`src/rtl/fp_pkg.sv`:
```
// Shared FPU types and format helpers used by the conversion and arithmetic units.
package fp_pkg;

  typedef enum logic [1:0] {
    FP32    = 2'd0,
    FP64    = 2'd1,
    FP16    = 2'd2,
    FP16ALT = 2'd3
  } fp_format_e;

  typedef enum logic [1:0] {
    INT8  = 2'd0,
    INT16 = 2'd1,
    INT32 = 2'd2,
    INT64 = 2'd3
  } int_format_e;

  typedef enum logic [2:0] {
    RNE = 3'b000,
    RTZ = 3'b001,
    RDN = 3'b010,
    RUP = 3'b011,
    RMM = 3'b100
  } roundmode_e;

  typedef struct packed {
    logic nv;
    logic dz;
    logic of;
    logic uf;
    logic nx;
  } status_t;

  function automatic int unsigned exp_bits(fp_format_e fmt);
    case (fmt)
      FP64:    return 11;
      FP16:    return 5;
      default: return 8;
    endcase
  endfunction

  function automatic int unsigned man_bits(fp_format_e fmt);
    case (fmt)
      FP64:    return 52;
      FP16:    return 10;
      FP16ALT: return 7;
      default: return 23;
    endcase
  endfunction

  function automatic int unsigned fp_width(fp_format_e fmt);
    return 1 + exp_bits(fmt) + man_bits(fmt);
  endfunction

  function automatic int unsigned int_width(int_format_e ifmt);
    case (ifmt)
      INT8:    return 8;
      INT16:   return 16;
      INT64:   return 64;
      default: return 32;
    endcase
  endfunction

  // Largest finite magnitude with the given sign, right-aligned in 64 bits.
  function automatic logic [63:0] fp_max_finite(fp_format_e fmt, logic sign);
    int unsigned e;
    int unsigned m;
    logic [63:0] r;
    e = exp_bits(fmt);
    m = man_bits(fmt);
    r = ((64'd1 << e) - 64'd2) << m;
    r = r | ((64'd1 << m) - 64'd1);
    r = r | (64'(sign) << (e + m));
    return r;
  endfunction

  // Infinity with the given sign, right-aligned in 64 bits.
  function automatic logic [63:0] fp_inf(fp_format_e fmt, logic sign);
    int unsigned e;
    int unsigned m;
    logic [63:0] r;
    e = exp_bits(fmt);
    m = man_bits(fmt);
    r = ((64'd1 << e) - 64'd1) << m;
    r = r | (64'(sign) << (e + m));
    return r;
  endfunction

endpackage

```
`src/rtl/fp_lzc.sv`:
```
// Combinational leading-zero counter with an all-zero flag.
module fp_lzc #(
  parameter int unsigned WIDTH     = 32,
  parameter int unsigned CNT_WIDTH = $clog2(WIDTH + 1)
) (
  input  logic [WIDTH-1:0]     data_i,
  output logic [CNT_WIDTH-1:0] cnt_o,
  output logic                 zero_o
);

  // Scan upward so the highest set bit writes the final count; all-zero yields WIDTH.
  always_comb begin
    cnt_o = CNT_WIDTH'(WIDTH);
    for (int unsigned i = 0; i < WIDTH; i++) begin
      if (data_i[i]) cnt_o = CNT_WIDTH'(WIDTH - 1 - i);
    end
  end

  assign zero_o = ~|data_i;

endmodule

```
`src/rtl/fp_i2f.sv`:
```
// Sequential integer-to-float converter with a fixed three-cycle latency.
module fp_i2f
  import fp_pkg::*;
#(
  parameter fp_format_e  FP_FORMAT  = FP32,
  parameter int_format_e INT_FORMAT = INT32,
  localparam int unsigned INT_WIDTH = int_width(INT_FORMAT),
  localparam int unsigned FP_WIDTH  = fp_width(FP_FORMAT)
) (
  input  logic                 clk_i,
  input  logic                 rst_ni,
  input  logic [INT_WIDTH-1:0] a_i,
  input  logic                 signed_i,
  input  logic                 start_i,
  input  roundmode_e           rnd_i,
  output logic [FP_WIDTH-1:0]  result_o,
  output status_t              flags_o,
  output logic                 busy_o,
  output logic                 done_o
);

  localparam int unsigned EXP_WIDTH  = exp_bits(FP_FORMAT);
  localparam int unsigned MANT_WIDTH = man_bits(FP_FORMAT);
  localparam int unsigned BIAS       = (1 << (EXP_WIDTH - 1)) - 1;
  localparam int unsigned CNT_WIDTH  = $clog2(INT_WIDTH + 1);
  // Fraction below the implicit one, padded so guard/sticky always exist.
  localparam int unsigned EXT_WIDTH  = INT_WIDTH + MANT_WIDTH + 1;

  typedef enum logic [1:0] {
    StIdle = 2'd0,
    StAbs  = 2'd1,
    StNorm = 2'd2,
    StRnd  = 2'd3
  } i2f_state_e;

  i2f_state_e           state_q;
  logic [INT_WIDTH-1:0] a_q;
  logic                 signed_q;
  roundmode_e           rnd_q;
  logic                 sign_q;
  logic [INT_WIDTH-1:0] mag_q;
  logic [FP_WIDTH-1:0]  result_q;
  status_t              flags_q;
  logic                 busy_q;
  logic                 done_q;

  logic                 abs_sign;
  logic [INT_WIDTH-1:0] abs_mag;
  logic [CNT_WIDTH-1:0] lz;
  logic                 mag_zero;
  logic [INT_WIDTH-2:0] frac;
  logic [EXT_WIDTH-1:0] ext;
  logic [MANT_WIDTH-1:0] mant;
  logic                 guard;
  logic                 sticky;
  logic                 round_up;
  logic [MANT_WIDTH:0]  mant_sum;
  logic [31:0]          exp_biased;
  logic                 overflow;
  logic [FP_WIDTH-1:0]  rnd_res;
  status_t              rnd_flags;

  fp_lzc #(
    .WIDTH    (INT_WIDTH),
    .CNT_WIDTH(CNT_WIDTH)
  ) u_lzc (
    .data_i(mag_q),
    .cnt_o (lz),
    .zero_o(mag_zero)
  );

  // Sign and magnitude; the most-negative input maps to 2^(INT_WIDTH-1) as unsigned.
  always_comb begin
    abs_sign = signed_q & a_q[INT_WIDTH-1];
    abs_mag  = abs_sign ? -a_q : a_q;
  end

  // Normalize, round and pack from the registered magnitude.
  always_comb begin
    frac       = (INT_WIDTH - 1)'(mag_q << lz);
    ext        = {frac, {(MANT_WIDTH + 2){1'b0}}};
    mant       = ext[EXT_WIDTH-1 -: MANT_WIDTH];
    guard      = ext[INT_WIDTH];
    sticky     = |ext[INT_WIDTH-1:0];
    case (rnd_q)
      RNE:     round_up = guard & (mant[0] | sticky);
      RTZ:     round_up = 1'b0;
      RDN:     round_up = sign_q & (guard | sticky);
      RUP:     round_up = ~sign_q & (guard | sticky);
      RMM:     round_up = guard;
      default: round_up = 1'b0;
    endcase
    mant_sum   = {1'b0, mant} + {{MANT_WIDTH{1'b0}}, round_up};
    // A mantissa carry leaves the low bits zero and bumps the exponent.
    exp_biased = 32'(INT_WIDTH - 1) - 32'(lz) + 32'(BIAS) + 32'(mant_sum[MANT_WIDTH]);
    overflow   = exp_biased >= 32'((1 << EXP_WIDTH) - 1);

    rnd_flags    = '0;
    rnd_flags.nx = guard | sticky;
    rnd_res      = {sign_q, exp_biased[EXP_WIDTH-1:0], mant_sum[MANT_WIDTH-1:0]};
    if (mag_zero) begin
      rnd_res   = '0;
      rnd_flags = '0;
    end else if (overflow) begin
      rnd_flags.of = 1'b1;
      rnd_flags.nx = 1'b1;
      case (rnd_q)
        RTZ:     rnd_res = FP_WIDTH'(fp_max_finite(FP_FORMAT, sign_q));
        RDN:     rnd_res = sign_q ? FP_WIDTH'(fp_inf(FP_FORMAT, 1'b1))
                                  : FP_WIDTH'(fp_max_finite(FP_FORMAT, 1'b0));
        RUP:     rnd_res = sign_q ? FP_WIDTH'(fp_max_finite(FP_FORMAT, 1'b1))
                                  : FP_WIDTH'(fp_inf(FP_FORMAT, 1'b0));
        default: rnd_res = FP_WIDTH'(fp_inf(FP_FORMAT, sign_q));
      endcase
    end
  end

  // Control FSM; the packed result is registered on leaving StNorm so done_o lands in StRnd.
  always_ff @(posedge clk_i or negedge rst_ni) begin
    if (!rst_ni) begin
      state_q  <= StIdle;
      a_q      <= '0;
      signed_q <= 1'b0;
      rnd_q    <= RNE;
      sign_q   <= 1'b0;
      mag_q    <= '0;
      result_q <= '0;
      flags_q  <= '0;
      busy_q   <= 1'b0;
      done_q   <= 1'b0;
    end else begin
      done_q <= 1'b0;
      case (state_q)
        StIdle: begin
          if (start_i) begin
            a_q      <= a_i;
            signed_q <= signed_i;
            rnd_q    <= rnd_i;
            busy_q   <= 1'b1;
            state_q  <= StAbs;
          end
        end
        StAbs: begin
          sign_q  <= abs_sign;
          mag_q   <= abs_mag;
          state_q <= StNorm;
        end
        StNorm: begin
          result_q <= rnd_res;
          flags_q  <= rnd_flags;
          done_q   <= 1'b1;
          state_q  <= StRnd;
        end
        StRnd: begin
          busy_q  <= 1'b0;
          state_q <= StIdle;
        end
        default: state_q <= StIdle;
      endcase
    end
  end

  assign result_o = result_q;
  assign flags_o  = flags_q;
  assign busy_o   = busy_q;
  assign done_o   = done_q;

endmodule
```
`config.mk`:
```
export PLATFORM = sky130hd
export DESIGN_NAME = fp_i2f
export DESIGN_NICKNAME = d
export VERILOG_FILES = /design/src/rtl/fp_pkg.sv /design/src/rtl/fp_lzc.sv /design/src/rtl/fp_i2f.sv
export SDC_FILE = /design/constraint.sdc
export NUM_CORES = 1
export LEC_CHECK = 0
export ABC_AREA = 1
export CORE_ASPECT_RATIO = 0.5
export CORE_MARGIN = 2
export CORE_UTILIZATION = 39
export CTS_CLUSTER_SIZE = 40
export DETAILED_ROUTE_END_ITERATION = 10
export PLACE_DENSITY_LB_ADDON = 0.15
export SYNTH_ARGS = -nofsm -noshare
export SYNTH_HDL_FRONTEND = slang
export SYNTH_HIERARCHICAL = 1
export SYNTH_SLANG_ARGS = --single-unit
```
`constraint.sdc`:
```
create_clock -name clk_i -period 5.1 [get_ports clk_i]
set_clock_uncertainty 0.2 [all_clocks]
set_input_delay 1.275 -clock clk_i [delete_from_list [all_inputs] [get_ports clk_i]]
set_output_delay 1.275 -clock clk_i [all_outputs]
set_load 0.01 [all_outputs]
```
==> results of run 1 <==
[how the worst max path moves through the flow]
stage	startpoint	endpoint	depth (start not counted)
after floorplan	mag_q[1]$_DFFE_PN0N_	result_o[28]$_DFFE_PN0P_	58
after global placement	mag_q[1]$_DFFE_PN0N_	result_o[28]$_DFFE_PN0P_	58
after detailed placement	mag_q[1]$_DFFE_PN0N_	result_o[28]$_DFFE_PN0P_	58
after CTS	mag_q[1]$_DFFE_PN0N_	result_o[28]$_DFFE_PN0P_	58
after global routing	mag_q[1]$_DFFE_PN0N_	result_o[28]$_DFFE_PN0P_	55
final	mag_q[1]$_DFFE_PN0N_	result_o[28]$_DFFE_PN0P_	55
[per-stage QoR]
stage / instances / TNS, ns
5_1_grt: 1501 / -5.79
2_1_floorplan: 1144 / 0
6_report: 1501 / 0
4_1_cts: 1495 / 0
3_3_place_gp: 1479 / 0
3_5_place_dp: 1479 / -0.207
[layout by cell type, fill, tap and decap left out, drive strengths merged, types with 8 or more instances in the layout]
cell and instances:
nand4 13, inv 106, o21ai 85, xor2 28, a31oi 8, clkbuf 11
nor2 86, buf 54, nand3 231, ha 10, a21oi 9, nor3 9
clkdlybuf4s50 73, dfrtp 107, nand2 361
[sequential cells by signal (all words and copies together) (netlist names)]
register	cells
busy_o	1
signed_q	1
rnd_q	3
sign_q	1
done_o	1
mag_q	32
flags_o	2
state_q	2
a_q	32
result_o	32
[layout make-up]
cell class | count | area, sq um
clock inverters | 5 | 63.8
fillers | 2008 | 9960
multi-input cells | 877 | 4490
repair buffers | 127 | 1150
clock buffers | 11 | 253
inverters | 108 | 440
well taps | 266 | 333
flip-flops and latches | 107 | 2680
[cells by family (layout without fill, tap and decap cells)]
kind of cell	Yosys count	in the layout	synth area share, %
adders and majority gates	10	10	1.63
xor gates and xnor gates	34	34	3.88
other	1	3	0.0489
and+or+nand+nor	711	711	41.5
DFF	107	107	34.9
buffers and inverters	160	251	9.36
AOI/OAI and AO/OA	119	119	8.66
[layer usage]
| metal | share of wire, % | routed length (um) | GRT usage (%) | up-vias |
|---|---|---|---|---|
| li1 | - | - | - | 3911 |
| met1 | 51 | 11400 | 31.9 | 3519 |
| met2 | 42 | 9350 | 33.7 | 227 |
| met3 | 5.3 | 1170 | 3.98 | 22 |
| met4 | 1.2 | 271 | 4.49 | 0 |
| met5 | 0 | 0 | 0 | - |
[repair_timing]
action	in CTS	in global routing
setup buffers	0	7
gates resized for setup	3	51
cloned	0	0
pin swaps	0	15
endpoints found under the setup margin	6	27
[Yosys cell counts, types with 10 or more instances]
cell	n	area share (%)
sky130_fd_sc_hd__buf_2	14	0.91
sky130_fd_sc_hd__clkbuf_1	24	1.2
sky130_fd_sc_hd__dfrtp_1	107	35
sky130_fd_sc_hd__ha_1	10	1.6
sky130_fd_sc_hd__inv_1	91	4.5
sky130_fd_sc_hd__inv_2	12	0.59
sky130_fd_sc_hd__nand2_1	349	17
sky130_fd_sc_hd__nand2_2	11	0.90
sky130_fd_sc_hd__nand3_1	222	14
sky130_fd_sc_hd__nand4_1	13	1.1
sky130_fd_sc_hd__nor2_1	77	3.8
sky130_fd_sc_hd__o21ai_0	76	5.0
sky130_fd_sc_hd__xor2_1	28	3.2
[critical path: cells and delay by family (launching register included)]
kind | cells | cell delay, ns
buffers and inverters | 3 | 0.30
AND/OR/NAND/NOR | 46 | 2.90
adder cells (fa/ha/maj) | 2 | 0.37
flip-flops | 1 | 0.38
AO/OA/AOI/OAI | 4 | 0.61
[power groups by stage]
| stage | registers [uW] | logic [uW] | clock network, uW |
|---|---|---|---|
| after floorplan | 1590 | 3270 | 0 |
| after global placement | 1610 | 4680 | 0 |
| after detailed placement | 1620 | 4720 | 0 |
| after CTS | 1610 | 4750 | 781 |
| after global routing | 1670 | 5600 | 809 |
| final | 1610 | 4980 | 757 |
==> metrics.log, run 1 <==
INFO  metric clk_latency = around 0.37 ns
INFO  metric holdPathEnd = result_o[11]$_DFFE_PN0P_
INFO  metric hold_slack = 0.281 ns
INFO  metric grt_pass1_wl = ~36 mm
INFO  metric slew_violations = 0
INFO  metric die_height = just over 100 um
INFO  metric drive_gt1_share = between 10 and 15%
INFO  metric timing.final.crit_period = approximately 4.9 ns
INFO  metric path_max_fanout = 8
INFO  metric grt_antenna_before_repair = 0
INFO  metric worst_path_largest_cell_delay = ~0.38 ns
INFO  metric placement_rows = 36
INFO  metric drt_iter0_markers = between 500 and 600
INFO  metric finished_core_util = about half
INFO  metric hold_viol_final = 0
INFO  metric initial_cell_density_of_the_core = about two fifths
INFO  metric grt_start_max_net_pins = 50
INFO  metric synth_cell_type_count = between 40 and 50
INFO  metric maxSlewHeadroom = 20.7%
INFO  metric worst-setup-path-type = reg2reg
INFO  metric seqPwrFrac = 21.9%
INFO  metric first_global_vias = between 7000 and 8000
INFO  metric cellInternalPower = roughly 3500 uW
INFO  metric cpMostUsedCell = sky130_fd_sc_hd__nand2_1
INFO  metric switching_share_of_power = a little over half
INFO  metric fmax = 204 MHz
INFO  metric setup_viol = 0
INFO  metric worstReg2RegEnd = result_o[28]$_DFFE_PN0P_
INFO  metric dr.pass1.iters = 5
INFO  metric required = 5.14 ns
INFO  metric path_clk_slew = ~0.07 ns
INFO  metric rr_worst_depth = 55
INFO  metric fp.coreArea = ~19000 sq um
INFO  metric routed_wire_length_per_instance = 14.8 um
INFO  metric syn_inst = around 1100
INFO  metric areaGrowthSynthToFinish = 22.7%
INFO  metric min_path_cells = 2
INFO  metric postPlaceCellArea = slightly below 9000 sq um
INFO  metric worstHoldPathType = reg2reg
INFO  metric tightestPinTransition = approximately 1.2 ns
INFO  metric htreeDepth = 3
INFO  metric critical_path.endpoint_type = flop
INFO  metric ys_async_sr_fraction = between 90% and 100%
INFO  metric numCtsBuffers = 9
INFO  metric run_status = finished clean
INFO  metric share_of_the_clock_period_used_by_the_worst_path = a little over nine tenths
INFO  metric die_area = between 20000 and 25000 sq um
INFO  metric grt_total_ovfl = 0
INFO  metric drt-total-wl = 22.2 mm
INFO  metric grtUsageTotal = a little over a fifth
INFO  metric drt-vias-per-instance = about 5.1
INFO  metric tritoncts = built
INFO  metric count_of_flip_flops_with_a_built_in_enable_after_synthesis = 0
INFO  metric diodes = 0
INFO  metric io-pin-count = a little under 80
INFO  metric synth.yosys.seq_area_share = between 30% and 40%
INFO  metric power.total = between 7000 and 8000 uW
INFO  metric critical_path_arrival = slightly below 5 ns
INFO  metric cpMaxStageDelayCell = sky130_fd_sc_hd__dfrtp_1
INFO  metric portBuffers = 74
INFO  metric grt_setup_unrepaired = yes
INFO  metric power.combinational.fraction = approximately two thirds
INFO  metric vias = 7679
INFO  metric worst_ir_drop_vdd = 0.221 mV
INFO  metric die_w = 202 um
INFO  metric sort_of_element_at_the_start_of_the_critical_path = flop
INFO  metric p_per_area = a little under 800 nW/um^2
INFO  metric dp.final_hpwl = between 15 and 20 mm
INFO  metric clock_power_share = between 10% and 20%
INFO  metric antenna_left = 0
INFO  metric reg_to_reg_setup_timing_slack = between 0.15 and 0.2 ns
INFO  metric ctsHoldBuffers = 0
INFO  metric maxCapViolCount = 0
INFO  metric ys_dominant_reg_cell = sky130_fd_sc_hd__dfrtp_1
INFO  metric cts_root_buf = sky130_fd_sc_hd__clkbuf_16
INFO  metric timing.rr.start = mag_q[1]$_DFFE_PN0N_
INFO  metric clock_tree.buffer_depth = 2
INFO  metric yosysWarnings = 6
INFO  metric power_leakage = 0.00447 uW
INFO  metric final_cell_area = roughly 9400 sq um
INFO  metric dp_worst_setup_slack = -0.0590 ns
INFO  metric syn_area = between 7000 and 8000 sq um
INFO  metric globalplace.congestion = ~0.93
INFO  metric drc_errors = 0
INFO  metric min_from = result_o[11]$_DFFE_PN0P_
INFO  metric number_of_nets_in_the_finished_design = 1279
INFO  metric clock-sinks = 107
INFO  metric post_synthesis_average_cell_area = 6.72 sq um
INFO  metric number_of_synthesized_register_bits = between 100 and 150
INFO  metric power_switching = between 3000 and 4000 uW
INFO  metric layout_setup_ws = between 0.15 and 0.2 ns
Power figures use the tool's default switching activity.
==> run 2: changes to the inputs <==
Clock period 5.1 ns to 4.1 ns, I/O delays scaled along.
==> run 2 against run 1 <==
Compared with the run above:
- the run now ends with negative setup slack left
- largest cell class unchanged
- critical path depth up 3
- utilization up 6.3 points
- via count up 4.5%
- critical path type unchanged
- first-iteration DRC count up 5.7%
- maximum frequency up 1.8%
- worst setup slack worse by 0.91 ns
==> metrics.log, run 2 (synthesis results as in run 1) <==
INFO  metric layout.area.seq = 2680 sq um
INFO  metric routed_wire_length_per_instance = ~14 um
INFO  metric cts_root_buf = sky130_fd_sc_hd__clkbuf_16
INFO  metric power_leakage = between 0.005 and 0.006 uW
INFO  metric worst_ir_drop_vdd = 0.326 mV
INFO  metric dp.final_hpwl = between 15 and 20 mm
INFO  metric path_clk_slew = 0.07 ns
INFO  metric grtUsageTotal = roughly 23%
INFO  metric power.total = approximately 11000 uW
INFO  metric grt_total_ovfl = 0
INFO  metric failed_checks = negative setup slack
INFO  metric grt_pass1_wl = ~38 mm
INFO  metric htreeDepth = 3
INFO  metric die_height = between 100 and 150 um
INFO  metric cpMostUsedCell = sky130_fd_sc_hd__nand2_1
INFO  metric maxSlewHeadroom = between 15 and 20%
INFO  metric final_cell_area = around 11000 sq um
INFO  metric seqPwrFrac = 17.8%
INFO  metric cellInternalPower = 5590 uW
INFO  metric switching_share_of_power = roughly half
INFO  metric hold_viol_final = 0
INFO  metric tritoncts = built
INFO  metric vias = between 8000 and 9000
INFO  metric min_from = result_o[22]$_DFFE_PN0P_
INFO  metric power_switching = roughly 5300 uW
INFO  metric critical_path_arrival = approximately 5 ns
INFO  metric die_area = 20900 sq um
INFO  metric slew_violations = 0
INFO  metric ctsHoldBuffers = 0
INFO  metric clk_latency = about 0.37 ns
INFO  metric first_global_vias = approximately 7500
INFO  metric grt_start_max_net_pins = 80
INFO  metric timing.final.crit_period = ~4.8 ns
INFO  metric drc_errors = 0
INFO  metric fmax = between 200 and 250 MHz
INFO  metric worst_path_largest_cell_delay = between 0.3 and 0.4 ns
INFO  metric setup_tns = -15.37 ns
INFO  metric sort_of_element_at_the_start_of_the_critical_path = flop
INFO  metric finished_core_util = 54.9%
INFO  metric path_max_fanout = 10
INFO  metric die_w = roughly 200 um
INFO  metric total_area_of_multi_input_combinational_cells = 4810 sq um
INFO  metric worst-setup-path-type = reg2reg
INFO  metric share_of_the_clock_period_used_by_the_worst_path = 118%
INFO  metric maxCapViolCount = 0
INFO  metric layout_common_cells = 321 x sky130_fd_sc_hd__nand2_1, 195 x sky130_fd_sc_hd__nand3_1, 156 x sky130_fd_sc_hd__buf_4
INFO  metric grt_setup_unrepaired = yes
INFO  metric tightestPinTransition = around 1.2 ns
INFO  metric worstHoldPathType = reg2reg
INFO  metric p_per_area = approximately 1000 nW/um^2
INFO  metric portBuffers = 74
INFO  metric drt_iter0_markers = 590
INFO  metric numCtsBuffers = 9
INFO  metric clock-sinks = around 110
INFO  metric setup_viol = 30
INFO  metric mostFrequentLayoutCell = sky130_fd_sc_hd__nand2_1
INFO  metric placement_rows = 36
INFO  metric dp_worst_setup_slack = -0.825 ns
INFO  metric postPlaceCellArea = around 9600 sq um
INFO  metric initial_cell_density_of_the_core = about two fifths
INFO  metric run_status = finished, violations left
INFO  metric layout_setup_ws = -0.722 ns
INFO  metric layout.filler_cells = 1896
INFO  metric cpMaxStageDelayCell = sky130_fd_sc_hd__dfrtp_1
INFO  metric grt_antenna_before_repair = 0
INFO  metric critical_path.endpoint_type = flop
INFO  metric required = around 4.2 ns
INFO  metric reg_to_reg_setup_timing_slack = -0.72 ns
INFO  metric drt-total-wl = between 20 and 25 mm
INFO  metric clock_power_share = just over 8%
INFO  metric drt-vias-per-instance = between 4 and 5
INFO  metric clock_tree.buffer_depth = 2
INFO  metric power.combinational.fraction = around three quarters
INFO  metric globalplace.congestion = 0.893
INFO  metric areaGrowthSynthToFinish = 38.7%
INFO  metric drive_gt1_share = 23.3%
INFO  metric timing.rr.start = mag_q[1]$_DFFE_PN0N_
INFO  metric critical_path.startpoint = mag_q[1]$_DFFE_PN0N_
INFO  metric antenna_left = 0
INFO  metric number_of_nets_in_the_finished_design = ~1400
INFO  metric io-pin-count = slightly below 80
INFO  metric diodes = 0
INFO  metric fp.coreArea = about 19000 sq um
INFO  metric dr.pass1.iters = 5
[run 2: area by class of cell]
| cell class | instances | share of cell area (%) |
|---|---|---|
| multi-input combinational | 877 | 45.2 |
| tap | 266 | 3.13 |
| sequential | 107 | 25.2 |
| timing repair buffer | 242 | 19.4 |
| clock buffer | 11 | 2.28 |
| clock inverter | 4 | 0.541 |
| inverter | 108 | 4.21 |
[run 2: critical path, delay by kind of cell (launching register included)]
| family | cells | cell delay (ns) |
|---|---|---|
| fa+ha+maj | 1 | 0.14 |
| buf+inv | 11 | 1.17 |
| simple gates | 44 | 2.50 |
| flops | 1 | 0.38 |
| compound gates | 2 | 0.33 |
[run 2: per-stage QoR]
| step | hold WS [ns] | std cells |
|---|---|---|
| 2_1_floorplan | 0.271 | 1144 |
| 3_3_place_gp | 0.262 | 1570 |
| 3_5_place_dp | 0.266 | 1570 |
| 4_1_cts | 0.277 | 1608 |
| 5_1_grt | 0.304 | 1615 |
| 6_report | 0.276 | 1615 |
[run 2: final timing paths]
kind | endpoint | depth (start not counted)
max | result_o[28]$_DFFE_PN0P_ | 58
min | result_o[22]$_DFFE_PN0P_ | 2
max reg2reg | result_o[28]$_DFFE_PN0P_ | 58
min reg2reg | result_o[22]$_DFFE_PN0P_ | 2
max in group asynchronous | result_o[18]$_DFFE_PN0P_ | 2
min in group asynchronous | mag_q[5]$_DFFE_PN0N_ | 1
[run 2: repair_timing]
action	in CTS	in global routing
pin swaps	32	24
setup buffers	25	9
gates resized for setup	58	65
setup endpoints to repair	30	31
[run 2: power by group through the flow]
| stage | sequential [uW] | clock [uW] | combinational [uW] |
|---|---|---|---|
| floorplan | 1980 | 0 | 4130 |
| global placement | 1940 | 0 | 6990 |
| detailed placement | 1960 | 0 | 7050 |
| CTS | 1940 | 927 | 7630 |
| global route | 2010 | 961 | 8990 |
| finish | 1940 | 894 | 8090 |
[run 2: layer usage]
layer | up-vias | wire (um) | GRT usage [%]
li1 | 4127 | - | -
met1 | 3678 | 11500 | 32.0
met2 | 195 | 10300 | 36.7
met3 | 26 | 1030 | 3.85
met4 | 0 | 415 | 6.29
met5 | - | 0 | 0
